<file path="src/rtl/code_stimulus_gen.sv">
`default_nettype none
// ============================================================================
// Module      : code_stimulus_gen
// Description : Stepped 4-bit code generator that drives the a..d inputs of
//               the downstream code converter. Binary or BCD range, up/down
//               counting, parallel load, free-running or single sweep, and
//               step/wrap strobes for sampling the converter outputs.
// Revision    : 1.0 - initial release
// ============================================================================
module code_stimulus_gen #(
   parameter int DIV = 50
) (
   input  logic       clk,
   input  logic       rst_n,
   input  logic       start,
   input  logic       stop,
   input  logic       cont,
   input  logic       en,
   input  logic       up,
   input  logic       bcd_mode,
   input  logic       load,
   input  logic [3:0] load_val,
   output logic       a,
   output logic       b,
   output logic       c,
   output logic       d,
   output logic       step,
   output logic       tc,
   output logic       busy,
   output logic       done
);

   // Prescaler terminal count, sized to the fixed 10-bit prescaler.
   localparam logic [9:0] C_DIV_LAST = 10'(DIV - 1);
   localparam logic [3:0] C_TOP_BCD  = 4'd9;
   localparam logic [3:0] C_TOP_BIN  = 4'd15;

   typedef enum logic [1:0] {
      ST_IDLE = 2'd0,
      ST_RUN  = 2'd1,
      ST_DONE = 2'd2
   } state_t;

   state_t     r_state;
   state_t     w_state_nxt;
   logic [3:0] r_code;
   logic [3:0] w_code_nxt;
   logic [9:0] r_presc;
   logic [9:0] w_presc_nxt;
   logic       r_step;
   logic       w_step_nxt;
   logic       r_tc;
   logic       w_tc_nxt;

   logic [3:0] w_top;
   logic       w_tick;
   logic [3:0] w_load_code;
   logic [3:0] w_stepped_code;
   logic       w_wrap;

   assign w_top  = bcd_mode ? C_TOP_BCD : C_TOP_BIN;
   assign w_tick = (r_state == ST_RUN) && en && (r_presc == C_DIV_LAST);

   // Loaded values outside the BCD range saturate at the BCD top.
   assign w_load_code = (bcd_mode && (load_val > C_TOP_BCD)) ? C_TOP_BCD : load_val;

   // Next code for a step; an out-of-range code counting down snaps to top
   // without being reported as a wrap.
   always_comb begin
      w_stepped_code = r_code;
      w_wrap         = 1'b0;
      if (up) begin
         if (r_code >= w_top) begin
            w_stepped_code = 4'd0;
            w_wrap         = 1'b1;
         end else begin
            w_stepped_code = r_code + 4'd1;
         end
      end else begin
         if (r_code == 4'd0) begin
            w_stepped_code = w_top;
            w_wrap         = 1'b1;
         end else if (r_code > w_top) begin
            w_stepped_code = w_top;
         end else begin
            w_stepped_code = r_code - 4'd1;
         end
      end
   end

   // Next-state, next-code and strobe logic; load beats stop beats everything else.
   always_comb begin
      w_state_nxt = r_state;
      w_code_nxt  = r_code;
      w_step_nxt  = 1'b0;
      w_tc_nxt    = 1'b0;
      if (r_state != ST_RUN) begin
         w_presc_nxt = 10'd0;
      end else if (!en) begin
         w_presc_nxt = r_presc;
      end else if (w_tick) begin
         w_presc_nxt = 10'd0;
      end else begin
         w_presc_nxt = r_presc + 10'd1;
      end

      if (load) begin
         // A tick coinciding with load is dropped; the run restarts its interval.
         w_code_nxt  = w_load_code;
         w_presc_nxt = 10'd0;
      end else if (stop) begin
         w_state_nxt = ST_IDLE;
         w_presc_nxt = 10'd0;
      end else begin
         case (r_state)
            ST_IDLE: begin
               if (start) begin
                  w_state_nxt = ST_RUN;
               end
            end
            ST_RUN: begin
               if (w_tick) begin
                  w_code_nxt = w_stepped_code;
                  w_step_nxt = 1'b1;
                  w_tc_nxt   = w_wrap;
                  if (w_wrap && !cont) begin
                     w_state_nxt = ST_DONE;
                  end
               end
            end
            ST_DONE: begin
               if (start) begin
                  w_state_nxt = ST_RUN;
               end
            end
            default: begin
               w_state_nxt = ST_IDLE;
            end
         endcase
      end
   end

   // State, code, prescaler and strobe registers.
   always_ff @(posedge clk or negedge rst_n) begin
      if (!rst_n) begin
         r_state <= ST_IDLE;
         r_code  <= 4'd0;
         r_presc <= 10'd0;
         r_step  <= 1'b0;
         r_tc    <= 1'b0;
      end else begin
         r_state <= w_state_nxt;
         r_code  <= w_code_nxt;
         r_presc <= w_presc_nxt;
         r_step  <= w_step_nxt;
         r_tc    <= w_tc_nxt;
      end
   end

   assign a    = r_code[0];
   assign b    = r_code[1];
   assign c    = r_code[2];
   assign d    = r_code[3];
   assign step = r_step;
   assign tc   = r_tc;
   assign busy = (r_state == ST_RUN);
   assign done = (r_state == ST_DONE);

endmodule
`default_nettype wire

</file>
<file path="config.mk">
export PLATFORM = sky130hd
export DESIGN_NAME = code_stimulus_gen
export DESIGN_NICKNAME = d
export VERILOG_FILES = /design/src/rtl/code_stimulus_gen.sv
export SDC_FILE = /design/constraint.sdc
export NUM_CORES = 1
export LEC_CHECK = 0
export BUFFER_PORTS_ARGS = -buffer_cell sky130_fd_sc_hd__buf_2
export CAP_MARGIN = 20
export CORE_MARGIN = 10
export CORE_UTILIZATION = 42
export DETAILED_ROUTE_END_ITERATION = 12
export SLEW_MARGIN = 10
export SYNTH_ARGS = -nofsm -noshare
export SYNTH_HDL_FRONTEND = slang
export SYNTH_SLANG_ARGS = --single-unit
export TNS_END_PERCENT = 1
</file>
<file path="constraint.sdc">
create_clock -name clk -period 2.4 [get_ports clk]
set_clock_uncertainty 0.05 [all_clocks]
set_input_delay 0.48 -clock clk [delete_from_list [all_inputs] [get_ports clk]]
set_output_delay 0.48 -clock clk [all_outputs]
set_load 0.01 [all_outputs]
</file>
==> results of run 1 <==
[sequential cells by signal, summed over array words and instances, names as in the netlist]
register  flops
r_code        4
r_presc      10
r_state       2
step          1
tc            1
[final timing paths]
| path | startpoint | to | slack, ns | depth (start not counted) |
|---|---|---|---|---|
| setup / recovery | r_code[2]$_DFFE_PN0P_ | r_code[0]$_DFFE_PN0P_ | 0.50 | 5 |
| hold / removal | rst_n | r_presc[8]$_DFFE_PN0P_ | 0.06 | 1 |
| setup reg to reg | r_code[2]$_DFFE_PN0P_ | r_code[0]$_DFFE_PN0P_ | 0.50 | 5 |
| hold reg to reg | r_presc[8]$_DFFE_PN0P_ | r_presc[8]$_DFFE_PN0P_ | 0.52 | 2 |
| max in group asynchronous | rst_n | r_presc[6]$_DFFE_PN0P_ | 1.95 | 1 |
| min in group clk | cont | r_state[1]$_DFFE_PN0P_ | 0.34 | 2 |
[cells in the mapped netlist]
cell type / n / area share [%]
mux2i_1: 1 / 0.78
nor4_2: 1 / 0.98
and4bb_2: 1 / 0.98
a21oi_1: 2 / 0.78
and2_0: 1 / 0.49
a32oi_1: 2 / 1.4
a31o_1: 1 / 0.69
buf_6: 2 / 1.8
o211ai_2: 3 / 2.9
xor2_1: 9 / 6.2
o211ai_1: 1 / 0.59
inv_1: 7 / 2.1
nand4_1: 4 / 2.0
and3_1: 4 / 2.0
or4b_4: 1 / 1.1
and2_1: 1 / 0.49
dfrtp_1: 18 / 35
nor3_1: 3 / 1.2
o2111ai_1: 2 / 1.4
o22ai_1: 1 / 0.49
o2111ai_2: 2 / 2.4
or3b_1: 1 / 0.69
o22a_1: 1 / 0.69
a41oi_1: 2 / 1.4
clkbuf_1: 2 / 0.59
o21a_1: 1 / 0.59
o21ai_1: 2 / 0.78
nand2_1: 8 / 2.4
o31ai_1: 1 / 0.59
a31oi_1: 2 / 0.98
o41ai_2: 1 / 1.3
o311ai_0: 2 / 1.4
ha_1: 7 / 6.9
a211o_1: 1 / 0.69
xnor2_1: 2 / 1.4
nor4b_1: 2 / 1.4
nand3_1: 6 / 2.4
nor2b_1: 2 / 0.98
nor2_1: 11 / 3.2
o31a_1: 1 / 0.69
nor3b_1: 1 / 0.59
nor4b_2: 1 / 1.2
and4_1: 2 / 1.4
o21ai_0: 6 / 2.4
[power groups by stage]
stage	clock (mW)	sequential, mW	combinational, mW
6_report	0.144	0.339	0.149
5_1_grt	0.164	0.343	0.169
4_1_cts	0.153	0.339	0.150
3_5_place_dp	0	0.345	0.150
3_3_place_gp	0	0.343	0.147
2_1_floorplan	0	0.339	0.104
[cells by family (layout without fill, tap and decap cells)]
logic type	count (synthesis)	after routing
AND/OR/NAND/NOR	50	50
AO/OA/AOI/OAI	34	34
flip-flops	18	18
XOR/XNOR	11	11
buffers and inverters	11	30
adder cells (fa/ha/maj)	7	7
multiplexers	1	1
[cells in the final DEF, fill, tap and decap left out, drive strengths merged, types with 2 or more instances in the layout]
master / instances
o211ai: 4
o21ai: 8
a31oi: 2
clkbuf: 3
inv: 7
a41oi: 2
buf: 20
a32oi: 2
nor3: 3
o2111ai: 4
and3: 4
ha: 7
nand2: 8
a21oi: 2
nor2b: 2
dfrtp: 18
and2: 2
nand4: 4
nor2: 11
nor4b: 3
o311ai: 2
and4: 2
nand3: 6
xor2: 9
xnor2: 2
[critical path: stages, from the launching register on]
cell and delay, ns:
dfrtp_1 0.52, ha_1 0.39, and3_1 0.18, o31a_1 0.29
o22a_1 0.21, o211ai_1 0.17
[routing by layer]
layer,up-vias,global-route usage (%),wire [um]
li1,542,-,-
met1,523,13.9,1360
met2,22,17.6,1330
met3,2,3.68,147
met4,0,1.44,14
met5,-,0,0
[final cells by class]
cell class | count | area (um2) | area share (%)
Tap cell | 31 | 38.8 | 2.75
Timing Repair Buffer | 20 | 100 | 7.10
Inverter | 7 | 26.3 | 1.87
Sequential cell | 18 | 450 | 32.0
Clock buffer | 3 | 22.5 | 1.60
Multi-Input combinational cell | 103 | 771 | 54.7
[per-stage QoR]
stage	cells	total power [mW]	util, %	hold slack, ns	area, um2
2_1_floorplan	132	0.443	-	0.134	1280
6_report	182	0.632	49.8	0.0602	1410
3_3_place_gp	179	0.490	49.0	0.387	1390
4_1_cts	182	0.643	49.8	0.0647	1410
5_1_grt	182	0.676	49.8	0.0686	1410
3_5_place_dp	179	0.495	49.0	0.388	1390
==> results.ini, run 1 <==
[run_status]
run_status = finished, final reports clean

[layout]
antenna_cells = 0
fillers = 275
area_growth_syn_to_layout_pct = 10.3
layout_cells_sized_above_1_pct = 21.9
nets = 173

[place]
dp_slack_ns = 0.472
gp_routability_congestion = 0.810
port_buffers = 20
detailedPlacementHpwl_um = 2270

[clocking]
cts_setup_buffers = 0
clkTransAtPathRegs_ns = 0.09
number_of_clock_sinks = 18
clock_insertion_delay_worst_skew_ns = 0.29
post_cts_resize_count = 0
cts_root_buf = clkbuf_4
ctsLongestPathBuffers = 2
count_of_hold_fix_buffers_inserted_at_cts = 0
cts_made_buffers = 3
htree_num_levels = 1
cts_tree = done

[floorplanning]
row_count = 19
floorplan.initialDensity_pct = 45.2
core_region_area_um2 = 2830
die_area_um2 = 5650
dieHeight_um = 75.2
num_io_pins = 21
die_width_um = 75.2

[worst_setup_path]
timing.critical_path.fanout_max = 9
crit_path_end_kind = flip-flop
critPathLaunchType = flip-flop
critical_path_required_ns = 2.55
endpoint_arrival_time_on_the_critical_path_ns = 2.05
crit_type = reg2reg

[synth]
yosys-mux-area-fraction_pct = 0.784
yosys.area_share.adder_pct = 6.86
synth_xor_area_share_pct = 7.54
seq_area_frac_synth_pct = 35.3
synth.lib_cells_used.distinct = 44
postSynthCellCount = 132
yosys.area_share.simple_pct = 23.2
post_synthesis_net_count = 152
synth_compound_gate_area_share_pct = 21.9
synth.yosys.warnings = 0
synth_top_family_by_area = simple AND/OR/NAND/NOR gates
register_bit_total_from_synthesis = 18
syn-mean-instance-area_um2 = 9.68
post_synth_instance_area_um2 = 1280

[pwr]
worst_ir_drop_vdd_uv = 207
p_sw_share_pct = 31.1
design_internal_power_mw = 0.436
total_leakage_power_nw = 0.638
combPwrFrac_pct = 23.5
clock_power_share_pct = 22.8
p_per_area_nw_per_um2 = 449
netSwitchingPower_mw = 0.196
seqPwrFrac_pct = 53.6

[drt]
drcViolationCount = 0
detailed_routing_iteration_count_for_the_pre_antenna_repair_pass = 4
finalWirelength_um = 2860
routed-via-count = 1089
postRouteAntennaNets = 0
wire_per_inst_um = 15.7
routed_via_density = 5.98
drt-initial-drc-count = 39

[global_route]
grt_usage_pct = 10.8
globalRouteOverflowTotal = 0
grt_first_pass_wirelength_um = 4880
initial_antenna_violation_count = 0
first_global_vias = 1051
largest_net_degree_at_the_start_of_global_routing = 19

[timing]
report.final.hold_viol_count = 0
finalWorstSetupSlack_ns = 0.503
slew_viol_final = 0
part_of_the_cycle_the_worst_path_needs_pct = 79.0
setup_viol = 0
max_freq_mhz = 527
grt_setup_unrepaired = false
worst-slew-pin-transition_ns = 0.444
period_minus_slack_ns = 1.90
finalSetupTns_ns = 0
max-slew-margin-rel_pct = 70.3

[hold_path]
worstHoldPathType = in2async

[job]
maxCapViolCount = 0

Note: power is estimated with default switching activity, not from simulation.
==> run 2: changes to the inputs <==
Settings changed: ABC_AREA set to 1.
Clock period 2.4 ns to 1.7 ns, I/O delays scaled along.
==> run 2 against run 1 <==
Compared with the run above: via count is 9.5% higher; die area is 0.87% higher; global-route usage is 0.37 points higher; hold slack better by 0.17 ns; utilization is 0.18 points lower; clock-buffer cell count is 1 higher; critical path depth is 1 higher; synthesized area is 1.2% higher; largest cell class unchanged.
==> results.ini, run 2 <==
[run_status]
run_status = finished, final reports clean

[drt]
drcViolationCount = 0  ; unchanged
routed_via_density = 4.93  ; -18%
drt-initial-drc-count = 65  ; +67%
postRouteAntennaNets = 0  ; unchanged
finalWirelength_um = 2860  ; about the same
wire_per_inst_um = 11.8  ; -25%
routed-via-count = 1192  ; +9.5%
detailed_routing_iteration_count_for_the_pre_antenna_repair_pass = 4  ; unchanged

[layout]
number_of_flip_flops_under_the_largest_register_name = 10  ; unchanged
reg_top3 = r_presc (10), r_code (4), r_state (2)
most-common-layout-cells = nand2_1 (45), inv_1 (28), nand3_1 (23)
antenna_cells = 0  ; unchanged
area_growth_syn_to_layout_pct = 15.3
largest-register = r_presc
nets = 230  ; +33%
layout_cells_sized_above_1_pct = 17.7  ; -4.2 points
fillers = 305  ; +11%
final-seq-area_um2 = 450  ; unchanged
layout.cells.most_common = nand2_1
combined_area_of_the_multi_input_logic_cells_um2 = 732  ; -5.0%

[synth]
synth_ff_type = dfrtp_1
synth_xor_area_share_pct = 4.74  ; -2.8 points
ranking_of_synthesized_cells_by_instance_count = nand2_1 (47), inv_1 (28), nand3_1 (24)
yosys.area_share.simple_pct = 38.0  ; +15 points
asyncSetResetFlopFracSynth_pct = 100  ; unchanged
synth.lib_cells_used.distinct = 24  ; -45%
post_synth_instance_area_um2 = 1290  ; +1.2%
yosys.area_share.adder_pct = 6.78  ; -0.080 points
most_common_cell_in_the_synthesized_netlist = nand2_1
syn-mean-instance-area_um2 = 7.02  ; -27%
synth_edf_count = 0  ; unchanged
yosys-mux-area-fraction_pct = 0  ; -0.78 points
post_synthesis_net_count = 204  ; +34%
synth_compound_gate_area_share_pct = 6.00  ; -16 points
synth.yosys.warnings = 0  ; unchanged
synth_area_leaders = dfrtp_1 (35%), nand2_1 (14%), nand3_1 (9.3%)
seq_area_frac_synth_pct = 34.8  ; -0.41 points
synthDominantCellAreaShare_pct = 34.8  ; -0.41 points
postSynthCellCount = 184  ; +39%
synth_top_family_by_area = simple AND/OR/NAND/NOR gates
register_bit_total_from_synthesis = 18  ; unchanged
synthDominantAreaCellType = dfrtp_1

[timing]
setup_viol = 0  ; unchanged
finalWorstSetupSlack_ns = 0.114  ; -0.389 ns
slew_viol_final = 0  ; unchanged
part_of_the_cycle_the_worst_path_needs_pct = 93.3  ; +14 points
max-slew-margin-rel_pct = 71.7  ; +1.4 points
period_minus_slack_ns = 1.59  ; -0.311 ns
worst-slew-pin-transition_ns = 0.425  ; -0.0191 ns
hold-worst-slack_ns = 0.225  ; +0.165 ns
report.final.hold_viol_count = 0  ; unchanged
grt_setup_unrepaired = true
max_freq_mhz = 631  ; +20%

[worst_setup_path]
critical_path_required_ns = 1.86  ; -0.69 ns
timing.critical_path.fanout_max = 7  ; -2
crit_type = reg2reg
endpoint_arrival_time_on_the_critical_path_ns = 1.75  ; -0.30 ns
crit_path_end_kind = flip-flop
critPathLaunchType = flip-flop

[place]
dp_slack_ns = 0.0326  ; -0.439 ns
port_buffers = 20  ; unchanged
gp_routability_congestion = 0.881  ; +8.7%
detailedPlacementHpwl_um = 2360  ; +3.9%

[clocking]
number_of_clock_sinks = 18  ; unchanged
cts_tree = done
cts_root_buf = clkbuf_4
cts_made_buffers = 3  ; unchanged
cts_setup_buffers = 0  ; unchanged
htree_num_levels = 1  ; unchanged
clock_insertion_delay_worst_skew_ns = 0.29  ; about the same
clkTransAtPathRegs_ns = 0.10  ; about the same
ctsLongestPathBuffers = 2  ; unchanged

[floorplanning]
dieHeight_um = 75.5  ; +0.43%
floorplan.initialDensity_pct = 43.0  ; -2.1 points
row_count = 20  ; +1
core_region_area_um2 = 3000  ; +6.1%
num_io_pins = 21  ; unchanged
die_area_um2 = 5700  ; +0.87%
die_width_um = 75.5  ; +0.43%

[job]
maxCapViolCount = 0  ; unchanged

[pwr]
p_total_mw = 1.11  ; +76%
p_per_area_nw_per_um2 = 745  ; +66%
worst_ir_drop_vdd_uv = 326  ; +58%
total_leakage_power_nw = 0.789  ; +24%

[global_route]
initial_antenna_violation_count = 0  ; unchanged
first_global_vias = 1184  ; +13%
globalRouteOverflowTotal = 0  ; unchanged
largest_net_degree_at_the_start_of_global_routing = 19  ; unchanged
grt_first_pass_wirelength_um = 5000  ; +2.4%
grt_usage_pct = 11.2  ; +0.37 points

[hold_path]
worstHoldPathType = in2reg

run 2: cell types whose count changed in the layout (fill, tap and decap cells not counted), moves of 3 or more:
cell | before | now
a21oi_1 | 2 | 5
and3_1 | 4 | 1
inv_1 | 7 | 28
nand2_1 | 8 | 45
nand2_2 | 0 | 3
nand3_1 | 6 | 23
nor2_1 | 11 | 21
o211ai_2 | 3 | 0
xor2_1 | 9 | 6
run 2: through the flow:
step	instance area [um2]	TNS [ns]	utilization, %	std cells
2_1_floorplan	1290	0	-	184
3_5_place_dp	1430	0	47.6	237
5_1_grt	1490	-0.152	49.6	242
4_1_cts	1480	0	49.2	242
3_3_place_gp	1430	0	47.6	237
6_report	1490	0	49.6	242
run 2: critical path, cell delays in order, from the launching register on:
cell     delay (ns)
dfrtp_1        0.43
ha_1           0.24
nand2_1        0.07
nor2_1         0.04
nand3_1        0.14
nand3_1        0.26
nor3b_1        0.27
run 2: path summary, 6_finish.rpt:
kind | from | to | slack, ns | depth (start not counted)
setup / recovery | r_presc[0]$_DFFE_PN0P_ | r_presc[8]$_DFFE_PN0P_ | 0.11 | 6
hold / removal | load_val[3] | r_code[3]$_DFFE_PN0P_ | 0.23 | 3
setup reg to reg | r_presc[0]$_DFFE_PN0P_ | r_presc[8]$_DFFE_PN0P_ | 0.11 | 6
hold reg to reg | r_state[1]$_DFFE_PN0P_ | r_state[1]$_DFFE_PN0P_ | 0.45 | 2
max in group asynchronous | rst_n | r_code[0]$_DFFE_PN0P_ | 0.85 | 2
min in group asynchronous | rst_n | tc$_DFF_PN0_ | 0.45 | 2
run 2: layer usage:
metal | GRT usage [%] | wire [um] | vias up
met1 | 12.4 | 1260 | 540
met4 | 3.09 | 29 | 0
met3 | 2.21 | 90 | 4
li1 | - | - | 633
met5 | 0 | 0 | -
met2 | 21.1 | 1480 | 15
run 2: report_power, final:
part           internal [mW]  switching, mW  total (mW)
Sequential             0.460         0.0356       0.496
Clock                  0.131          0.137       0.268
Combinational          0.129          0.218       0.347
Total                  0.720          0.390        1.11
run 2: area by class of cell:
class	count	share of cell area (%)
repair buffers	23	8.40
flip-flops and latches	18	30.2
well taps	33	2.77
multi-input cells	136	49.1
inverters	28	7.05
clock buffers	4	2.43
run 2: timing repair:
item | in CTS | in global routing
endpoints found under the hold margin | 18 | 0
resized for setup | 0 | 5
endpoints found under the setup margin | 0 | 8
hold buffers | 1 | 0
run 2: logic make-up after synthesis:
kind of cell | after synthesis
xor+xnor | 7
flops | 18
compound gates | 14
fa+ha+maj | 7
buf+inv | 30
simple gates | 108
==> run 3: changes to the inputs <==
Settings changed: CELL_PAD_IN_SITES_DETAIL_PLACEMENT set to 0, CELL_PAD_IN_SITES_GLOBAL_PLACEMENT set to 1, CORE_UTILIZATION 42 to 36, PLACE_DENSITY_LB_ADDON set to 0.1.
==> run 3 against run 2 <==
Compared with the run above: register-to-register slack is essentially flat; hold slack better by 0.017 ns; die area increased by 12%; clock-buffer cell count shrank 1; sequential share of layout area shrank 0.72 points; cell area increased by 2.4%; sequential power decreased by 0.8%; global-route usage is 0.83 points lower; first-iteration DRC count fell by 32%; critical path type unchanged; largest cell class unchanged; largest power group unchanged.
==> results.ini, run 3 (synthesis gave the netlist of run 2 again) <==
[run_status]
run_status = finished, final reports clean

[layout]
antenna_cells = 0  ; unchanged
layout.cells.most_common = nand2_1
combined_area_of_the_multi_input_logic_cells_um2 = 743  ; +1.5%
reg_top3 = r_presc (10), r_code (4), r_state (2)
fillers = 370  ; +21%
area_growth_syn_to_layout_pct = 18.1
most-common-layout-cells = nand2_1 (47), inv_1 (28), nand3_1 (21)
nets = 233  ; +1.3%
largest-register = r_presc
layout_cells_sized_above_1_pct = 19.9  ; +2.2 points
post_route_cell_area_um2 = 1530  ; +2.4%
number_of_flip_flops_under_the_largest_register_name = 10  ; unchanged
finish.cell_count_without_fillers = 257  ; +6.2%
final-seq-area_um2 = 450  ; unchanged

[clocking]
clkTransAtPathRegs_ns = 0.10  ; about the same
cts_root_buf = clkbuf_4
clock_insertion_delay_worst_skew_ns = 0.29  ; about the same
number_of_clock_sinks = 18  ; unchanged
htree_num_levels = 1  ; unchanged
cts_made_buffers = 3  ; unchanged
cts_tree = done
ctsLongestPathBuffers = 2  ; unchanged

[floorplanning]
core_region_area_um2 = 3420  ; +14%
die_area_um2 = 6390  ; +12%
floorplan.initialDensity_pct = 37.8  ; -5.2 points
num_io_pins = 21  ; unchanged
die_width_um = 79.9  ; +5.9%
row_count = 21  ; +5.0%
dieHeight_um = 79.9  ; +5.9%

[worst_setup_path]
critPathTopFamily = simple AND/OR/NAND/NOR gates
critical_path_required_ns = 1.85  ; about the same
worstPathCellList = inv_1 > ha_2 > nand2_1 > nor2_2 > nand3_2 > a21boi_2 > nand2_1 > nand2_1 > nand2_1
worst_path_largest_cell_delay_ns = 0.41  ; -0.02 ns
crit_type = reg2reg
path_buf_inv = 1  ; +1
crit_path_end_kind = flip-flop
critical-path-top-cell-by-count = nand2_1
endpoint_arrival_time_on_the_critical_path_ns = 1.74  ; about the same
critPathLaunchType = flip-flop
timing.critical_path.fanout_max = 3  ; -4
critical-path-slowest-cell = dfrtp_1

[drt]
detailed_routing_iteration_count_for_the_pre_antenna_repair_pass = 4  ; unchanged
routed_via_density = 4.80  ; -2.5%
postRouteAntennaNets = 0  ; unchanged
drcViolationCount = 0  ; unchanged
drt-initial-drc-count = 44  ; -32%
finalWirelength_um = 3190  ; +12%
routed-via-count = 1234  ; +3.5%
wire_per_inst_um = 12.4  ; +5.3%

[global_route]
largest_net_degree_at_the_start_of_global_routing = 19  ; unchanged
grt_first_pass_wirelength_um = 5410  ; +8.3%
globalRouteOverflowTotal = 0  ; unchanged
first_global_vias = 1130  ; -4.6%
initial_antenna_violation_count = 0  ; unchanged
grt_usage_pct = 10.4  ; -0.83 points

[place]
detailedPlacementHpwl_um = 2520  ; +6.9%
port_buffers = 20  ; unchanged
gp_routability_congestion = 0.856  ; -2.8%
place_inst = 252  ; +6.3%
placement.cell_area_um2 = 1460  ; +2.2%

[pwr]
worst_ir_drop_vdd_uv = 526  ; +61%
p_per_area_nw_per_um2 = 701  ; -5.9%
p_total_mw = 1.07  ; -3.6%
total_leakage_power_nw = 0.792  ; +0.37%

[timing]
hold-worst-slack_ns = 0.242  ; +0.0167 ns
part_of_the_cycle_the_worst_path_needs_pct = 93.7  ; +0.40 points
report.final.hold_viol_count = 0  ; unchanged
grt_setup_unrepaired = true
slew_viol_final = 0  ; unchanged
setup_viol = 0  ; unchanged
max_freq_mhz = 628  ; -0.43%
period_minus_slack_ns = 1.59  ; +0.00686 ns
max-slew-margin-rel_pct = 72.0  ; +0.30 points
finalSetupTns_ns = 0  ; unchanged
worst-slew-pin-transition_ns = 0.420  ; -0.00455 ns

[hold_path]
worstHoldPathType = in2reg

[job]
maxCapViolCount = 0  ; unchanged

## run 3: changes by cell type in the layout (fill, tap and decap cells not counted), moves of 2 or more
cell     before  now
buf_4         2    5
nand2_1      45   47
nand2_2       3    1
nand3_1      23   21
nand3_2       1    3
nor2_1       21   18
nor2_2        1    4
## run 3: metrics by stage
stage,setup slack (ns),utilization (%)
3_3_place_gp,0.0734,42.8
6_report,0.107,44.7
2_1_floorplan,0.182,-
5_1_grt,-0.0503,44.7
3_5_place_dp,0.0366,42.8
4_1_cts,0.0666,43.7
## run 3: path summary, 6_finish.rpt
check,start,endpoint,slack [ns],cells past startpoint
min in group asynchronous,rst_n,tc$_DFF_PN0_,0.46,2
setup reg to reg,r_presc[1]$_DFFE_PN0P_,r_state[0]$_DFFE_PN0P_,0.11,9
max in group asynchronous,rst_n,r_presc[2]$_DFFE_PN0P_,0.84,2
hold reg to reg,r_state[1]$_DFFE_PN0P_,r_state[1]$_DFFE_PN0P_,0.44,2
setup / recovery,r_presc[1]$_DFFE_PN0P_,r_state[0]$_DFFE_PN0P_,0.11,9
hold / removal,load_val[3],r_code[3]$_DFFE_PN0P_,0.24,3
## run 3: area by class of cell
cell class              instances  area share, %
clock buffers                   3           1.48
inverters                      28           6.89
well taps                      46           3.77
repair buffers                 26           9.67
multi-input cells             136           48.7
flip-flops and latches         18           29.5
## run 3: tightest hold or removal path, cell delays in order
cell and delay (ns):
buf_2 0.09, nand2_1 0.05, nand3_1 0.07
## run 3: report_power, final
part / leakage, nW / internal [mW] / switching (mW)
clock network: 0.0138 / 0.0824 / 0.131
logic: 0.535 / 0.135 / 0.229
registers: 0.243 / 0.460 / 0.0323
## run 3: timing repair
action | in CTS | in global routing
setup buffers | 0 | 1
setup endpoints to repair | 0 | 13
hold endpoints to repair | 18 | 0
hold buffers | 1 | 0
resized for setup | 0 | 8
## run 3: per-layer routing
layer / vias up / global-route usage (%) / wire [um]
met5: - / 0 / 0
met4: 0 / 1.58 / 19
met3: 2 / 3.27 / 149
met2: 25 / 14.5 / 1360
met1: 565 / 15.2 / 1670
li1: 642 / - / -
